File: config.mk
export PLATFORM = sky130hd
export DESIGN_NAME = data_ram_arbiter_flat
export DESIGN_NICKNAME = d
export VERILOG_FILES = /design/src/rtl/data_ram_arbiter_pkg.sv /design/src/rtl/data_ram_arbiter_if.sv /design/src/rtl/data_ram_arb_starve_cnt.sv /design/src/rtl/data_ram_arbiter.sv /design/src/flat_wrapper.sv
export SDC_FILE = /design/constraint.sdc
export NUM_CORES = 1
export LEC_CHECK = 0
export CORE_AREA = 2 2 112 114
export DETAILED_ROUTE_END_ITERATION = 8
export DIE_AREA = 0 0 114 116
export PLACE_DENSITY_LB_ADDON = 0.15
export SYNTH_ARGS = -nofsm -noshare
export SYNTH_HDL_FRONTEND = slang
export SYNTH_SLANG_ARGS = --single-unit
File: constraint.sdc
create_clock -name clk -period 4 [get_ports clk]
set_clock_uncertainty 0.1 [all_clocks]
set_input_delay 0.6 -clock clk [delete_from_list [all_inputs] [get_ports clk]]
set_output_delay 0.6 -clock clk [all_outputs]
set_load 0.02 [all_outputs]
File: src/rtl/data_ram_arbiter_pkg.sv
// +------------------------------------------------------------------+
// | data_ram_arbiter_pkg : shared widths and master indices           |
// | rev 1.0                                                           |
// +------------------------------------------------------------------+
`default_nettype none

package data_ram_arbiter_pkg;

  localparam int DATA_W = 32;
  localparam int BE_W   = 4;

  localparam logic ARB_M0 = 1'b0;
  localparam logic ARB_M1 = 1'b1;

  typedef enum logic [1:0] {
    ARB_NONE   = 2'd0,
    ARB_GNT_M0 = 2'd1,
    ARB_GNT_M1 = 2'd2
  } arb_sel_e;

  function automatic arb_sel_e arb_other(input logic last);
    return (last == ARB_M1) ? ARB_GNT_M0 : ARB_GNT_M1;
  endfunction

endpackage

`default_nettype wire

File: src/rtl/data_ram_arbiter_if.sv
// +------------------------------------------------------------------+
// | data_ram_arbiter_if : one master request/response port            |
// | rev 1.0                                                           |
// +------------------------------------------------------------------+
`default_nettype none

interface data_ram_arbiter_if;
  import data_ram_arbiter_pkg::*;

  logic              req;
  logic              we;
  logic [31:0]       addr;
  logic [DATA_W-1:0] wdata;
  logic [BE_W-1:0]   be;
  logic              gnt;
  logic              rvalid;
  logic [DATA_W-1:0] rdata;

  modport master (output req, we, addr, wdata, be, input gnt, rvalid, rdata);
  modport slave  (input req, we, addr, wdata, be, output gnt, rvalid, rdata);

endinterface

`default_nettype wire

File: src/rtl/data_ram_arb_starve_cnt.sv
// +------------------------------------------------------------------+
// | data_ram_arb_starve_cnt : saturating master-0 wait counter        |
// | rev 1.0                                                           |
// +------------------------------------------------------------------+
`default_nettype none

module data_ram_arb_starve_cnt #(
  parameter int WAIT_MAX = 8
) (
  input  logic clk,
  input  logic rst,
  input  logic clr_i,
  input  logic inc_i,
  output logic sat_o
);

  localparam logic [7:0] WAIT_MAX_C = 8'(WAIT_MAX);

  logic [7:0] cnt_q, cnt_d;

  always_comb begin
    cnt_d = cnt_q;
    if (clr_i) begin
      cnt_d = 8'd0;
    end else if (inc_i && (cnt_q != WAIT_MAX_C)) begin
      cnt_d = cnt_q + 8'd1;
    end
  end

  always_ff @(posedge clk) begin
    if (rst) begin
      cnt_q <= 8'd0;
    end else begin
      cnt_q <= cnt_d;
    end
  end

  assign sat_o = (cnt_q == WAIT_MAX_C);

endmodule

`default_nettype wire

File: src/rtl/data_ram_arbiter.sv
// +------------------------------------------------------------------+
// | data_ram_arbiter : two-master round-robin arbiter for data RAM    |
// | rev 1.0                                                           |
// +------------------------------------------------------------------+
`default_nettype none

module data_ram_arbiter
  import data_ram_arbiter_pkg::*;
#(
  parameter int RAM_AW   = 12,
  parameter int WAIT_MAX = 8
) (
  input  logic                clk,
  input  logic                rst,
  data_ram_arbiter_if.slave   m0,
  data_ram_arbiter_if.slave   m1,
  input  logic                m1_lock,
  output logic                ram_ce,
  output logic                ram_we,
  output logic [RAM_AW-1:0]   ram_addr,
  output logic [BE_W-1:0]     ram_be,
  output logic [DATA_W-1:0]   ram_wdata,
  input  logic [DATA_W-1:0]   ram_rdata
);

  arb_sel_e sel;
  logic     starve_sat;
  logic     winner;
  logic     last_q, owner_q, pend_q, pend_we_q;

  always_comb begin
    sel = ARB_NONE;
    if (!rst) begin
      if (m0.req && !m1.req) begin
        sel = ARB_GNT_M0;
      end else if (m1.req && !m0.req) begin
        sel = ARB_GNT_M1;
      end else if (m0.req && m1.req) begin
        if (starve_sat) begin
          sel = ARB_GNT_M0;
        end else if (m1_lock && (last_q == ARB_M1)) begin
          sel = ARB_GNT_M1;
        end else begin
          sel = arb_other(last_q);
        end
      end
    end
  end

  assign m0.gnt = (sel == ARB_GNT_M0);
  assign m1.gnt = (sel == ARB_GNT_M1);
  assign winner = (sel == ARB_GNT_M1) ? ARB_M1 : ARB_M0;

  // RAM fields are zero whenever nobody is granted, so reset leaves them quiet.
  always_comb begin
    ram_ce    = 1'b0;
    ram_we    = 1'b0;
    ram_addr  = '0;
    ram_be    = '0;
    ram_wdata = '0;
    if (sel == ARB_GNT_M0) begin
      ram_ce    = 1'b1;
      ram_we    = m0.we;
      ram_addr  = m0.addr[RAM_AW+1:2];
      ram_be    = m0.be;
      ram_wdata = m0.wdata;
    end else if (sel == ARB_GNT_M1) begin
      ram_ce    = 1'b1;
      ram_we    = m1.we;
      ram_addr  = m1.addr[RAM_AW+1:2];
      ram_be    = m1.be;
      ram_wdata = m1.wdata;
    end
  end

  data_ram_arb_starve_cnt #(
    .WAIT_MAX (WAIT_MAX)
  ) u_starve (
    .clk   (clk),
    .rst   (rst),
    .clr_i (m0.gnt | ~m0.req),
    .inc_i (m0.req & ~m0.gnt),
    .sat_o (starve_sat)
  );

  always_ff @(posedge clk) begin
    if (rst) begin
      last_q    <= ARB_M1;
      owner_q   <= ARB_M0;
      pend_q    <= 1'b0;
      pend_we_q <= 1'b0;
    end else begin
      pend_q <= ram_ce;
      if (ram_ce) begin
        last_q    <= winner;
        owner_q   <= winner;
        pend_we_q <= ram_we;
      end
    end
  end

  // A response due in a reset cycle is suppressed rather than delivered.
  assign m0.rvalid = pend_q && (owner_q == ARB_M0) && !rst;
  assign m1.rvalid = pend_q && (owner_q == ARB_M1) && !rst;
  assign m0.rdata  = (m0.rvalid && !pend_we_q) ? ram_rdata : '0;
  assign m1.rdata  = (m1.rvalid && !pend_we_q) ? ram_rdata : '0;

  logic unused_addr_bits;
  assign unused_addr_bits = ^{m0.addr[31:RAM_AW+2], m0.addr[1:0],
                              m1.addr[31:RAM_AW+2], m1.addr[1:0]};

endmodule

`default_nettype wire

File: src/flat_wrapper.sv
// flat-port wrapper written by rule: the top's interface ports become plain ports
module data_ram_arbiter_flat import data_ram_arbiter_pkg::*;
#(
  parameter int RAM_AW   = 12,
  parameter int WAIT_MAX = 8
)
  (clk, rst, m1_lock, ram_ce, ram_we, ram_addr, ram_be, ram_wdata, ram_rdata, m0_req, m0_we, m0_addr, m0_wdata, m0_be, m0_gnt, m0_rvalid, m0_rdata, m1_req, m1_we, m1_addr, m1_wdata, m1_be, m1_gnt, m1_rvalid, m1_rdata);
  data_ram_arbiter_if m0_i ();
  data_ram_arbiter_if m1_i ();
  input  logic clk;
  input  logic rst;
  input  logic m1_lock;
  output logic ram_ce;
  output logic ram_we;
  output logic [RAM_AW-1:0] ram_addr;
  output logic [BE_W-1:0] ram_be;
  output logic [DATA_W-1:0] ram_wdata;
  input  logic [DATA_W-1:0] ram_rdata;
  input wire logic [$bits(m0_i.req)-1:0] m0_req;
  input wire logic [$bits(m0_i.we)-1:0] m0_we;
  input wire logic [$bits(m0_i.addr)-1:0] m0_addr;
  input wire logic [$bits(m0_i.wdata)-1:0] m0_wdata;
  input wire logic [$bits(m0_i.be)-1:0] m0_be;
  output wire logic [$bits(m0_i.gnt)-1:0] m0_gnt;
  output wire logic [$bits(m0_i.rvalid)-1:0] m0_rvalid;
  output wire logic [$bits(m0_i.rdata)-1:0] m0_rdata;
  input wire logic [$bits(m1_i.req)-1:0] m1_req;
  input wire logic [$bits(m1_i.we)-1:0] m1_we;
  input wire logic [$bits(m1_i.addr)-1:0] m1_addr;
  input wire logic [$bits(m1_i.wdata)-1:0] m1_wdata;
  input wire logic [$bits(m1_i.be)-1:0] m1_be;
  output wire logic [$bits(m1_i.gnt)-1:0] m1_gnt;
  output wire logic [$bits(m1_i.rvalid)-1:0] m1_rvalid;
  output wire logic [$bits(m1_i.rdata)-1:0] m1_rdata;
  assign m0_i.req = m0_req;
  assign m0_i.we = m0_we;
  assign m0_i.addr = m0_addr;
  assign m0_i.wdata = m0_wdata;
  assign m0_i.be = m0_be;
  assign m0_gnt = m0_i.gnt;
  assign m0_rvalid = m0_i.rvalid;
  assign m0_rdata = m0_i.rdata;
  assign m1_i.req = m1_req;
  assign m1_i.we = m1_we;
  assign m1_i.addr = m1_addr;
  assign m1_i.wdata = m1_wdata;
  assign m1_i.be = m1_be;
  assign m1_gnt = m1_i.gnt;
  assign m1_rvalid = m1_i.rvalid;
  assign m1_rdata = m1_i.rdata;
  data_ram_arbiter #(.RAM_AW(RAM_AW), .WAIT_MAX(WAIT_MAX)) u_core (.clk(clk), .rst(rst), .m0(m0_i), .m1(m1_i), .m1_lock(m1_lock), .ram_ce(ram_ce), .ram_we(ram_we), .ram_addr(ram_addr), .ram_be(ram_be), .ram_wdata(ram_wdata), .ram_rdata(ram_rdata));
endmodule
==> run summary <==
Sum Neg Setup Slack - 0 ns
# setup viols final - 0
Post CTS Setup Buffer Count - 0
Cell taking the most area after synthesis - a22o_1
Number of unique standard cell types used by synthesis - 34
Area grow syn2layout - 179.7%
Main area contributors after synthesis - a22o_1 (27%), and2_1 (26%), dfxtp_1 (15%), clkbuf_1 (4.1%), ha_1 (3.2%)
Layout cells sized above 1 - 3.761%
Yosys Warn Count - 0
Placer Congestion - 0.7371
Fin. Hold Viols - 0
Worst Tran Pin Value - 0.4074 ns
Routed WL - 9401 µm
DR top layer - met4
Average routed wire per standard cell - 15.69 µm
Clk sinks - 12
Worst r2r src - u_core.u_starve.cnt_q[0]$_SDFFE_PP0P_
Power Density - 158.2 nW/µm²
Post-Synth Simple-Gate Area - 38.52%
Final period utilization - 94.01%
Number of synthesized flops with an enable pin - 0
# IOs - 293
Most frequent cell after synthesis - and2_1
Starting Density - 13.09%
R2r worst-path depth - 10
Crit path from - u_core.u_starve.cnt_q[1]$_SDFFE_PP0P_
Crit path max fanout - 46
Max Root-Sink Buffers - 2
CP required - 3.30 ns
Avg Cell Area, Syn - 7.459 µm²
Die Ht - 116 µm
CP arrival - 3.06 ns
Routed wl met3 - 882 µm
Flops & latches, synth - 12
Crit path launch type - flop
Slew Limit Fails - 0
Hold crit path type - flop to flop
Critical path endpoint - ram_addr[3]
Ys async rst share - 0%
Synth cell count leaders - and2_1 (64), a22o_1 (48), clkbuf_1 (17), dfxtp_1 (12), nand2_1 (7)
R2r setup slk - 1.31 ns
CTS tree - yes
DR vias/cell - 4.150
Initial antenna violation count - 0
Vias - 2486
Die Area - 13220 µm²
Xor/xnor share of the synthesized area - 0.5618%
Largest net degree at the start of global routing - 50
FF-to-FF End - u_core.u_starve.cnt_q[7]$_SDFFE_PP0P_
Mapped Cells - 209
Critical path class - flop to output port
Number of global-route vias before repair - 2353
Slew Limit Headroom - 72.78%
Synth top area share - 26.97%
Seq/Total Area, Yosys - 15.41%
Antenna Cells - 0
Worst Hold Launch - u_core.last_q$_SDFFE_PP1P_
GRT overflow - 0
Nets@finish - 633
Routed Antenna Nets - 0
RSZ-0062 raised after global routing - false
Die width - 114 µm
Largest family of logic cells by synthesized area - simple AND/OR/NAND/NOR gates
DR WL met2 - 5123 µm
I/O Buffers - 252
Worst-path clk slew - 0.04 ns
First drt pass iteration count - 4
Synth Area in Compound Gates - 36.36%
First-pass GRT wire length - 12860 µm
HPWL after detailed placement - 8089 µm
Fin crit period - 3.760 ns
Hold_ws - 0.3733 ns
CP endpoint kind - output port
Pleak - 1.627 nW
Met1 WL - 3307 µm
# H-tree levels - 1
Mux share of post-synthesis cell area - 0%
Num CTS Buffers - 3
DRT iter0 DRCs - 87
Cell Area, Synth - 1559 µm²
Clk_lat worst skew - 0.24 ns
Max_cap viols - 0
Total track usage - 12.45%
# rows - 40
Synth Area in Adders - 3.210%
DRC viols - 0
Core ar. - 11910 µm²
Syn_nets - 388
Max VDD drop - 0.0001451 V
CTS root buf - clkbuf_16
Top FF cell, synth - dfxtp_1
F_max - 265.9 MHz
Status - finished clean
-- metrics by stage --
| step | cells | worst slack, ns | instance area [µm²] | total power, mW | util [%] |
|---|---|---|---|---|---|
| after floorplan | 209 | 0.6145 | 1559 | 0.2668 | - |
| final | 599 | 0.2396 | 4360 | 0.6899 | 36.61 |
| after global routing | 599 | 0.03246 | 4360 | 0.7262 | 36.61 |
| after CTS | 599 | 0.07073 | 4354 | 0.7010 | 36.55 |
| after detailed placement | 596 | 0.3505 | 4279 | 0.5172 | 35.92 |
| after global placement | 596 | 0.3583 | 4279 | 0.5151 | 35.92 |
-- flip-flops by register name (all words and copies together) (netlist names) --
register and flops:
u_core.u_starve.cnt_q 8, u_core.last_q 1, u_core.owner_q 1, u_core.pend_q 1
u_core.pend_we_q 1
-- placed cells by master (no fill, tap or decap), drive strengths merged, types with 2 or more instances in the layout --
| master | netlist | final |
|---|---|---|
| clkdlybuf4s50 | 0 | 252 |
| nand2 | 7 | 7 |
| nand2b | 4 | 4 |
| o41ai | 2 | 2 |
| and2 | 64 | 64 |
| buf | 2 | 7 |
| a21oi | 6 | 6 |
| o311ai | 2 | 2 |
| ha | 4 | 4 |
| clkbuf | 17 | 3 |
| nand3 | 2 | 2 |
| a22o | 48 | 48 |
| dfxtp | 12 | 12 |
| nor2 | 3 | 3 |
| nor3b | 2 | 2 |
| or3 | 3 | 3 |
| o21ai | 5 | 5 |
| nor3 | 3 | 3 |
| inv | 5 | 5 |
| nor2b | 3 | 3 |
-- critical path, stage by stage, from the launching register on --
cell and delay [ns]:
dfxtp_1 0.31, inv_1 0.16, ha_1 0.18, or4b_4 0.50, o22ai_2 0.21, a211o_1 0.16, ha_2 0.24, buf_12 0.22
a22o_1 0.20, clkdlybuf4s50_1 0.61
-- kinds of logic after synthesis --
kind of cell	Yosys count
AO/OA/AOI/OAI	70
XOR/XNOR	1
adder cells (fa/ha/maj)	4
buffers and inverters	24
flip-flops	12
AND/OR/NAND/NOR	98
-- worst min-delay path by stage --
stage / endpoint / slack [ns] / cells past startpoint
3_3_place_gp: u_core.last_q$_SDFFE_PP1P_ / 0.36 / 2
6_report: u_core.last_q$_SDFFE_PP1P_ / 0.37 / 2
2_1_floorplan: u_core.last_q$_SDFFE_PP1P_ / 0.34 / 2
3_5_place_dp: u_core.last_q$_SDFFE_PP1P_ / 0.37 / 2
5_1_grt: u_core.owner_q$_SDFFE_PP0P_ / 0.41 / 2
4_1_cts: u_core.owner_q$_SDFFE_PP0P_ / 0.38 / 2
-- report_power, final --
group / total (mW) / switching [mW] / internal (mW)
Clock: 0.178 / 0.0484 / 0.130
Sequential: 0.127 / 0.00293 / 0.124
Combinational: 0.384 / 0.150 / 0.234
Total: 0.690 / 0.201 / 0.488
-- layer usage --
| metal | GRT usage, % | vias to the layer above |
|---|---|---|
| met3 | 3.923 | 6 |
| met2 | 24.48 | 141 |
| met1 | 13.16 | 1094 |
| met5 | 0 | - |
| met4 | 1.951 | 0 |
| li1 | - | 1245 |
-- cell type report --
type | count | area (µm²)
fillers | 1278 | 7551
repair buffers | 259 | 2600
multi-input cells | 173 | 1242
flip-flops and latches | 12 | 240.2
well taps | 147 | 183.9
clock buffers | 3 | 75.07
inverters | 5 | 18.77
-- what timing repair did --
action / CTS / global route
setup endpoints to repair: 0 / 35
hold buffers: 0 / 0
gates resized for setup: 0 / 1
Power figures use the tool's default switching activity.
